`src/rtl/up_dwn_cntr_gen.sv`:
```
// Parametrised up/down counter: range MIN_VAL..MAX_VAL, configurable step, clamped load,
// wrap/saturate mode and a boundary pulse. Optional enable prescaler: CNTR_PRESCALE_EN.
module up_dwn_cntr_gen #(
  parameter int unsigned     WIDTH    = 8,
  parameter longint unsigned MIN_VAL  = 0,
  parameter longint unsigned MAX_VAL  = (64'd1 << WIDTH) - 64'd1,
  parameter int unsigned     STEP     = 1,
  parameter int unsigned     PRESCALE = 4
) (
  input  logic             clk,
  input  logic             rst,
  input  logic             en,
  input  logic             up_dwn_n,
  input  logic             ld,
  input  logic [WIDTH-1:0] ld_val,
  input  logic             sat_mode,
  output logic [WIDTH-1:0] cnt,
  output logic             bnd,
  output logic             at_max,
  output logic             at_min
);

  // One extra bit of headroom so cnt+STEP and MIN_VAL+STEP never wrap silently
  localparam logic [WIDTH:0]   MINV  = (WIDTH+1)'(MIN_VAL);
  localparam logic [WIDTH:0]   MAXV  = (WIDTH+1)'(MAX_VAL);
  localparam logic [WIDTH:0]   STEPV = (WIDTH+1)'(STEP);
  localparam logic [WIDTH-1:0] MINW  = MINV[WIDTH-1:0];
  localparam logic [WIDTH-1:0] MAXW  = MAXV[WIDTH-1:0];

  logic [WIDTH-1:0] cnt_q, cnt_d;
  logic             bnd_q, bnd_d;
  logic             tick;
  logic [WIDTH:0]   cnt_ext, ld_ext, up_sum, dn_lim;

`ifdef CNTR_PRESCALE_EN
  localparam int unsigned    PW    = (PRESCALE > 1) ? $clog2(PRESCALE) : 1;
  localparam logic [PW-1:0]  PLAST = PW'(PRESCALE - 1);

  logic [PW-1:0] pre_q;

  assign tick = (pre_q == PLAST);

  always_ff @(posedge clk) begin
    if (rst || ld) begin
      pre_q <= '0;
    end else if (en) begin
      if (tick) pre_q <= '0;
      else      pre_q <= pre_q + PW'(1);
    end
  end
`else
  assign tick = 1'b1;
`endif

  always_comb begin
    cnt_d   = cnt_q;
    bnd_d   = 1'b0;
    cnt_ext = {1'b0, cnt_q};
    ld_ext  = {1'b0, ld_val};
    up_sum  = cnt_ext + STEPV;
    dn_lim  = MINV + STEPV;
    if (ld) begin
      if (ld_ext < MINV)      cnt_d = MINW;
      else if (ld_ext > MAXV) cnt_d = MAXW;
      else                    cnt_d = ld_val;
    end else if (en && tick) begin
      if (up_dwn_n) begin
        if (up_sum <= MAXV) begin
          cnt_d = up_sum[WIDTH-1:0];
        end else begin
          cnt_d = sat_mode ? MAXW : MINW;
          bnd_d = 1'b1;
        end
      end else begin
        if (cnt_ext >= dn_lim) begin
          cnt_d = cnt_q - STEPV[WIDTH-1:0];
        end else begin
          cnt_d = sat_mode ? MINW : MAXW;
          bnd_d = 1'b1;
        end
      end
    end
  end

  always_ff @(posedge clk) begin
    if (rst) begin
      cnt_q <= MINW;
      bnd_q <= 1'b0;
    end else begin
      cnt_q <= cnt_d;
      bnd_q <= bnd_d;
    end
  end

  assign cnt    = cnt_q;
  assign bnd    = bnd_q;
  assign at_max = (cnt_q == MAXW);
  assign at_min = (cnt_q == MINW);

endmodule
```
`config.mk`:
```
export PLATFORM = sky130hd
export DESIGN_NAME = up_dwn_cntr_gen
export DESIGN_NICKNAME = d
export VERILOG_FILES = /design/src/rtl/up_dwn_cntr_gen.sv
export SDC_FILE = /design/constraint.sdc
export NUM_CORES = 1
export LEC_CHECK = 0
export CAP_MARGIN = 40
export CORE_UTILIZATION = 44
export DETAILED_ROUTE_END_ITERATION = 8
export GPL_TIMING_DRIVEN = 0
export PLACE_DENSITY_LB_ADDON = 0.2
export SLEW_MARGIN = 20
export SYNTH_ARGS = -nofsm -noshare
export SYNTH_HDL_FRONTEND = slang
export SYNTH_SLANG_ARGS = --single-unit
```
`constraint.sdc`:
```
create_clock -name clk -period 2.45 [get_ports clk]
set_input_delay 0.49 -clock clk [delete_from_list [all_inputs] [get_ports clk]]
set_output_delay 0.49 -clock clk [all_outputs]
set_load 0.1 [all_outputs]
```
==> After elaboration in Yosys (flattened, before gate mapping) <==
Cells that the tools add are included.
{ "word_totals": {"romBits": 0, "mem_count": 0, "wordCells": 21, "mem_bits_rw": 0, "inputBits": 14, "register_bits": 9, "latchBits": 0} }
{ "classes": {"reduce_logical": 3, "addsub": 2, "magnitude_cmp": 2, "bitwise_logic": 1, "mul": 0, "shift": 0, "eq_ne": 1, "div_mod_pow": 0, "muxes": 10} }
{ "op_table": {"columns": ["cell", "count"], "rows": [
  ["$mux 8", 7],
  ["$add 8x1->9 const B", 1],
  ["$le 9x8->1 const B", 1],
  ["$eq 8x8->1 const B", 1],
  ["$ge 8x1->1 const B", 1],
  ["$logic_not 8->1", 1],
  ["$sub 8x1->8 const B", 1],
  ["$mux 1", 3],
  ["$reduce_or 3->1", 1],
  ["$reduce_bool 2->1", 1],
  ["$not 1->1", 1]
]} }

==> Depth between registers and ports, before layout <==
Gate-level depths: netlist of run 1.
{ "logic_depth": {"depth_word": 6, "ltp_mapped": 9, "ltp_nobuf": 7} }

==> Worst setup path after synthesis of run 1 <==
No wires, ideal clock.
{ "synth_timing": {"kind": "reg2out", "startpoint": "register cnt_q[3] (netlist: cnt[3])", "endpoint": "output at_max", "slack_ns": -0.989, "arrival_ns": 2.949, "path_stages_with_launch": 5, "n_path_buf": 1, "cell_sequence": "dfxtp_1 > buf_2 > and4_2 > nand2_1 > nor2_1"} }
{ "synth_via": {"elab_chain_cells": 1} }
{ "synth_lines": {"columns": ["item", "line", "source"], "rows": [
  ["start: declaration", "30", "logic [WIDTH-1:0] cnt_q, cnt_d;"],
  ["start signal: assignment", "90", "cnt_q <= cnt_d;"],
  ["$eq 8x8->1", "97", "assign at_max = (cnt_q == MAXW);"],
  ["end: declaration", "19", "output logic at_max,"]
]} }
No other way between the ends.

==> Worst setup path after layout of run 1 <==
{ "layout_timing": {"startpoint": "register cnt_q[0] (netlist: cnt[0])", "endpoint": "register cnt_q[5] (netlist: cnt[5])"} }
{ "layout_via": {"elab_chain_cells": 6, "word_cells_on_any_way": 9, "classes_between": "2 x add/sub; 2 x order compare; 5 x mux"} }
{ "layout_lines": {"columns": ["item", "line", "source"], "rows": [
  ["$add 8x1->9", "60", "up_sum = cnt_ext + STEPV;"],
  ["$le 9x8->1", "68", "if (up_sum <= MAXV) begin"],
  ["$mux 8", "68", null],
  ["$mux 8 (*)", "67", "if (up_dwn_n) begin"],
  ["$mux 8 (*)", "66", "end else if (en && tick) begin"],
  ["$mux 8 (*)", "62", "if (ld) begin"]
]} }
Mark *: on every way between the ends. The rest lies on a longest branch, timed or not. The select of a mux whose other input is x is not followed.
A chain may end at the register's enable or synchronous reset.

==> impl_metrics.py, run 1 <==
metrics = {
    "die": {
        "die_y_um": 50.7,
        "start_util_pct": 47.1,
        "fp.dieArea_mm2": 0.00257,
        "rows": 17,
        "core_area_mm2": 0.00221,
        "boundaryPins": 25,
        "width_of_the_chip_um": 50.7,
    },
    "critical_path": {
        "r2r-end": "cnt[5]",
        "worstSetupPathType": "reg -> reg",
        "nature_of_the_critical_path_startpoint": "flip-flop",
        "r2r_start": "cnt[0]",
        "rr_worst_depth": 9,
        "timing.critical_path.fanout_max": 9,
        "reg2reg_slack_ps": 90,
        "critical_path_sink_type": "flip-flop",
        "timing.critical_path.arrival_ps": 2520,
        "timing.critical_path.required_ps": 2600,
    },
    "synth": {
        "synth_top_area_share_pct": 17.3,
        "synth.lib_cells_used.distinct": 45,
        "post_synth_instance_area_mm2": 0.00104,
        "synth.ff_latch_count": 9,
        "ys_warn_count": 0,
        "synth_most_common_cell": "sky130_fd_sc_hd__a21oi_1",
        "ys_seq_area_share_pct": 17.3,
        "synth_flop_cell": "sky130_fd_sc_hd__dfxtp_1",
        "post_synth_main_area_contributors": "sky130_fd_sc_hd__dfxtp_1, sky130_fd_sc_hd__a21oi_1, sky130_fd_sc_hd__ha_1, sky130_fd_sc_hd__nand3_1, sky130_fd_sc_hd__xnor2_1",
        "synth-edff-count": 0,
        "synthesized_nets": 159,
        "synth_largest_area_cell": "sky130_fd_sc_hd__dfxtp_1",
        "synth.cells.most_frequent": "sky130_fd_sc_hd__a21oi_1, sky130_fd_sc_hd__nand2_1, sky130_fd_sc_hd__nand3_1, sky130_fd_sc_hd__nor2_1, sky130_fd_sc_hd__dfxtp_1",
        "post_synth.cell_area_avg_um2": 7.44,
        "share_of_synthesized_registers_carrying_an_async_set_or_reset_pct": 0,
        "synthCells": 140,
    },
    "routing": {
        "route.detailed.drc": 0,
        "route.vias.total": 1222,
        "post_drt_wl_per_cell_um": 16.1,
        "wl_um": 3250,
        "post_drt_via_cell_ratio": 6.05,
        "first_pass_iters": 4,
        "postRouteAntennaNets": 0,
        "detail_route.iter0.violations": 28,
    },
    "sta": {
        "fin_skew_ps": 6.34,
        "min_period_ps": 2360,
        "f_max_ghz": 0.423,
        "timing.max_slew.rel_slack_pct": 66.0,
        "setup_violations": 0,
        "worst-slew-pin-transition_ps": 510,
        "timing_hold_violations_final": 0,
        "rsz0062_at_grt": "no",
        "totalNegativeSetupSlack_ps": 0,
        "report.final.slew_viol_count": 0,
        "final_setup_margin_ps": 86.0,
        "period_share_pct": 96.5,
    },
    "power": {
        "power_uw": 715,
        "power_leakage_uw": 0.000557,
        "power_density_mw_per_mm2": 458,
        "ir_drop_mv": 0.350,
    },
    "run": {
        "drv_cap": 0,
    },
    "clock_network": {
        "clkTransAtPathRegs_ps": 70,
        "clock-root-buffer": "sky130_fd_sc_hd__clkbuf_4",
        "cts-buffers-inserted": 3,
        "clkSinkCount": 9,
        "cts_hold_buffers": 0,
        "cts.path.max_buffers": 2,
        "clk_latency_ps": 270,
        "cts_tree": "yes",
        "htree_levels": 1,
    },
    "hold_path": {
        "worst_hold_path.endpoint": "cnt[1]",
        "hold-path-cell-count": 2,
        "min_from": "rst",
        "holdCritPathClass": "in -> reg",
    },
    "cells_and_area": {
        "layout.nets": 194,
        "p_r_area_growth_vs_syn_pct": 49.8,
        "layout.filler_cells": 188,
        "insertedDiodeCount": 0,
        "final_layout_size_suffix_gt1_share_pct": 23.6,
    },
    "grt": {
        "grt_antenna_before_repair": 0,
        "grt_max_degree": 12,
        "gr-total-overflow": 0,
        "via_count_of_the_first_global_routing_pass": 1134,
        "global_route_wire_length_before_repair_um": 5290,
        "gr-usage-all-layers_pct": 27.2,
    },
    "placement": {
        "port_buffers": 22,
        "pre_cts_ws_ps": 3.44,
        "dp_hpwl_um": 2300,
        "global_placer_s_final_weighted_congestion": 0.868,
    },
    "run_status": {
        "status": "complete, no violations",
    },
}
==> area by class of cell <==
class / count / area (µm²) / share of cell area, %
multi-input combinational: 114 / 845 / 54.1
clock buffer: 4 / 26.3 / 1.68
tap: 28 / 35.0 / 2.24
buffer: 11 / 66.3 / 4.25
sequential: 9 / 191 / 12.3
timing repair buffer: 32 / 383 / 24.5
inverter: 4 / 15.0 / 0.962
==> kinds of logic (layout without fill, tap and decap cells) <==
family	Yosys count	after routing	synth area share, %
AND/OR/NAND/NOR	55	55	31.2
AO/OA/AOI/OAI	43	43	28.1
buffers and inverters	17	51	7.56
flip-flops	9	9	17.3
XOR/XNOR	8	8	6.72
adder cells (fa/ha/maj)	5	5	6.00
multiplexers	3	3	3.12
==> what timing repair did <==
action                                  CTS  global route
gates resized for setup                  10             9
gates cloned                              0             0
buffers inserted                          1             0
hold endpoints to repair                  0             0
endpoints found under the setup margin    2             5
pin swaps                                 1             2
==> metrics by stage <==
stage,cells,area [µm²],hold WS [ps],utilization (%)
after CTS,203,1530,640,69.1
after global placement,190,1310,761,59.4
final,202,1560,656,70.6
after detailed placement,201,1480,758,66.9
after floorplan,140,1060,675,-
after global routing,202,1560,688,70.6
==> worst max-delay path, stage by stage, from the launching register on <==
cell and delay, ps:
sky130_fd_sc_hd__dfxtp_4 380, sky130_fd_sc_hd__clkbuf_4 190, sky130_fd_sc_hd__inv_1 100, sky130_fd_sc_hd__ha_1 340, sky130_fd_sc_hd__and4bb_2 290, sky130_fd_sc_hd__a32oi_4 240
sky130_fd_sc_hd__or2_0 130, sky130_fd_sc_hd__buf_2 170, sky130_fd_sc_hd__a21oi_1 90, sky130_fd_sc_hd__a311o_1 330
==> power breakdown <==
| group | leakage [µW] | switching, µW | internal, µW |
|---|---|---|---|
| Combinational | 0.000465 | 241 | 167 |
| Sequential | 0.0000766 | 22.4 | 159 |
| Clock | 0.0000150 | 63.1 | 63.1 |
| Total | 0.000557 | 327 | 389 |
==> cells in the final DEF, fill, tap and decap left out, types with 2 or more instances in the layout <==
master | netlist | final
sky130_fd_sc_hd__buf_2 | 5 | 2
sky130_fd_sc_hd__clkbuf_4 | 0 | 4
sky130_fd_sc_hd__a211oi_1 | 3 | 2
sky130_fd_sc_hd__buf_4 | 0 | 2
sky130_fd_sc_hd__nor3b_1 | 5 | 5
sky130_fd_sc_hd__o21ai_1 | 1 | 2
sky130_fd_sc_hd__nand3_1 | 10 | 10
sky130_fd_sc_hd__a31oi_1 | 2 | 2
sky130_fd_sc_hd__mux2_2 | 2 | 2
sky130_fd_sc_hd__o32ai_1 | 2 | 2
sky130_fd_sc_hd__nand2_1 | 10 | 9
sky130_fd_sc_hd__and3_1 | 3 | 2
sky130_fd_sc_hd__xnor2_1 | 5 | 5
sky130_fd_sc_hd__inv_1 | 4 | 4
sky130_fd_sc_hd__buf_12 | 0 | 2
sky130_fd_sc_hd__xor2_1 | 3 | 3
sky130_fd_sc_hd__ha_1 | 5 | 4
sky130_fd_sc_hd__clkdlybuf4s50_1 | 0 | 20
sky130_fd_sc_hd__nor2_1 | 10 | 9
sky130_fd_sc_hd__a21oi_1 | 16 | 16
sky130_fd_sc_hd__buf_8 | 0 | 9
sky130_fd_sc_hd__o21ai_0 | 6 | 5
sky130_fd_sc_hd__or3_1 | 3 | 3
sky130_fd_sc_hd__clkbuf_1 | 6 | 6
sky130_fd_sc_hd__nor3_1 | 3 | 3
sky130_fd_sc_hd__and2_1 | 2 | 2
sky130_fd_sc_hd__buf_6 | 1 | 2
sky130_fd_sc_hd__a311o_1 | 2 | 2
sky130_fd_sc_hd__dfxtp_1 | 9 | 4
sky130_fd_sc_hd__dfxtp_4 | 0 | 2
sky130_fd_sc_hd__dfxtp_2 | 0 | 3
==> worst max path at each step <==
stage / start / end / slack [ps] / cells after the start
2_1_floorplan: cnt[2] / at_max / -110 / 3
3_3_place_gp: cnt[4] / at_min / -420 / 4
3_5_place_dp: cnt[4] / at_min / 3 / 5
4_1_cts: cnt[3] / at_max / 1 / 6
5_1_grt: cnt[0] / cnt[5] / 10 / 9
6_report: cnt[0] / cnt[5] / 90 / 9
==> sequential cells by signal, indices dropped and copies added, names as in the netlist <==
name	flops
bnd	1
cnt	8
==> layer usage <==
layer  track usage [%]  up-vias  routed length (µm)  part of all wire (%)
met5                 0        -                   0                     0
met4              12.0        0                  63                   1.9
met3              2.12        9                 182                   5.6
met2              44.0       46                1570                    48
met1              36.3      576                1440                    44
li1                  -      591                   -                     -
No activity file was read; power rests on OpenSTA's default activity.
==> run 2, diff against run 1 <==
- clock period: 2.45 -> 2.8 ns (I/O delays scaled with it)
==> run 2 against run 1 <==
Compared with the run above: clock skew down 3.0 ps; cell count grew 2.0%; cell area down 1.8%; non-clock buffer count increased by 4; register-to-register slack improved by 220 ps; setup slack improved by 54 ps; hold slack better by 55 ps; clock power shrank 9.5%; via count grew 2.8%; core utilization shrank 1.3 points; count of clock-buffer cells in the layout decreased by 1; highest routed layer unchanged.
==> impl_metrics.py, run 2 (synthesized netlist as in run 1, its figures left out) <==
metrics = {
    "clock_network": {
        "cts-buffers-inserted": 3,
        "clock-root-buffer": "sky130_fd_sc_hd__clkbuf_4",
        "clkSinkCount": 9,
        "clk_latency_ps": 280,
        "cts.path.max_buffers": 2,
        "cts_tree": "yes",
        "clkTransAtPathRegs_ps": 80,
        "cts_hold_buffers": 0,
        "htree_levels": 1,
    },
    "sta": {
        "period_share_pct": 95.0,
        "report.final.slew_viol_count": 0,
        "timing_hold_violations_final": 0,
        "setup_violations": 0,
        "totalNegativeSetupSlack_ps": 0,
        "worst-slew-pin-transition_ps": 485,
        "timing.max_slew.rel_slack_pct": 67.3,
        "rsz0062_at_grt": "no",
        "min_period_ps": 2660,
        "f_max_ghz": 0.376,
        "fin_skew_ps": 3.31,
    },
    "routing": {
        "route.vias.total": 1256,
        "postRouteAntennaNets": 0,
        "post_drt_wl_per_cell_um": 15.4,
        "route.detailed.drc": 0,
        "detail_route.iter0.violations": 38,
        "first_pass_iters": 4,
        "post_drt_via_cell_ratio": 6.10,
        "wl_um": 3170,
    },
    "placement": {
        "global_placer_s_final_weighted_congestion": 0.880,
        "dp_hpwl_um": 2460,
        "placed_cell_area_mm2": 0.00147,
        "port_buffers": 22,
        "numPlacedInstances": 201,
    },
    "critical_path": {
        "nature_of_the_critical_path_startpoint": "flip-flop",
        "rr_worst_depth": 9,
        "critical_path_sink_type": "output pin",
        "timing.critical_path.fanout_max": 10,
        "timing.critical_path.required_ps": 2240,
        "reg2reg_slack_ps": 310,
        "timing.critical_path.arrival_ps": 2100,
        "worstSetupPathType": "reg -> out",
        "r2r_start": "cnt[0]",
        "r2r-end": "cnt[3]",
    },
    "power": {
        "power_leakage_uw": 0.000584,
        "ir_drop_mv": 0.430,
        "power_density_mw_per_mm2": 405,
    },
    "cells_and_area": {
        "finish.instance_area_mm2": 0.00153,
        "p_r_area_growth_vs_syn_pct": 47.1,
        "layout.cells.most_common_list": "sky130_fd_sc_hd__clkdlybuf4s50_1, sky130_fd_sc_hd__a21oi_1, sky130_fd_sc_hd__nand3_1, sky130_fd_sc_hd__buf_8",
        "seqCellArea_um2": 183,
        "insertedDiodeCount": 0,
        "stdcell_count": 206,
        "multi_input_comb_area_um2": 805,
        "final_layout_size_suffix_gt1_share_pct": 20.8,
        "layout_commonest_cell": "sky130_fd_sc_hd__clkdlybuf4s50_1",
        "layout.nets": 198,
        "layout.filler_cells": 188,
        "largest_reg_flops": 8,
    },
    "die": {
        "rows": 17,
        "core_area_mm2": 0.00221,
        "start_util_pct": 47.1,
        "die_y_um": 50.7,
        "boundaryPins": 25,
        "width_of_the_chip_um": 50.7,
        "fp.dieArea_mm2": 0.00257,
    },
    "run": {
        "drv_cap": 0,
    },
    "hold_path": {
        "hold-path-cell-count": 2,
        "min_from": "rst",
        "worst_hold_path.endpoint": "cnt[1]",
        "holdCritPathClass": "in -> reg",
    },
    "grt": {
        "via_count_of_the_first_global_routing_pass": 1169,
        "grt_max_degree": 11,
        "gr-usage-all-layers_pct": 28.1,
        "grt_antenna_before_repair": 0,
        "gr-total-overflow": 0,
        "global_route_wire_length_before_repair_um": 5360,
    },
    "run_status": {
        "status": "complete, no violations",
    },
}
## run 2: final cells by class
cell class,instances,share of cell area [%]
multi-input combinational,114,52.5
timing repair buffer,35,26.4
sequential,9,11.9
buffer,12,4.08
tap,28,2.29
clock buffer,3,1.47
inverter,4,0.980
clock inverter,1,0.327
## run 2: worst max-delay path by stage
stage | from | end | slack (ps) | depth (start not counted)
2_1_floorplan | cnt[3] | at_max | 30 | 4
3_3_place_gp | cnt[4] | at_min | -140 | 4
3_5_place_dp | cnt[4] | at_min | 280 | 5
4_1_cts | cnt[3] | at_max | 40 | 6
5_1_grt | cnt[3] | at_max | 40 | 6
6_report | cnt[5] | at_max | 140 | 6
## run 2: layer usage
| layer | share of wire, % | GRT usage, % | vias to the layer above |
|---|---|---|---|
| met2 | 51 | 48.4 | 46 |
| met1 | 40 | 34.5 | 605 |
| met3 | 7.3 | 5.45 | 9 |
| met4 | 2.0 | 9.26 | 0 |
| met5 | 0 | 0 | - |
| li1 | - | - | 596 |
## run 2: critical path: stages, from the launching register on
cell	delay [ps]
sky130_fd_sc_hd__dfxtp_1	330
sky130_fd_sc_hd__buf_2	230
sky130_fd_sc_hd__and4_2	310
sky130_fd_sc_hd__nand2_2	110
sky130_fd_sc_hd__nor2_4	110
sky130_fd_sc_hd__clkdlybuf4s50_1	540
sky130_fd_sc_hd__buf_12	180
## run 2: report_power, final
group	switching (µW)	internal, µW
clock	61.4	53.1
combinational	209	144
sequential	14.4	139
## run 2: what timing repair did
item,in CTS,in global routing
buffers inserted,0,2
setup endpoints to repair,1,2
pin swaps,0,1
cloned,0,0
resized for setup,1,5
endpoints found under the hold margin,0,0
## run 2: stage by stage
step	setup slack, ps	power (µW)	util (%)	hold WS [ps]
global route	42.0	653	69.3	750
detailed placement	284	497	66.6	782
floorplan	29.2	380	-	746
global placement	-140	451	59.1	741
finish	140	621	69.3	711
CTS	38.1	615	68.2	717
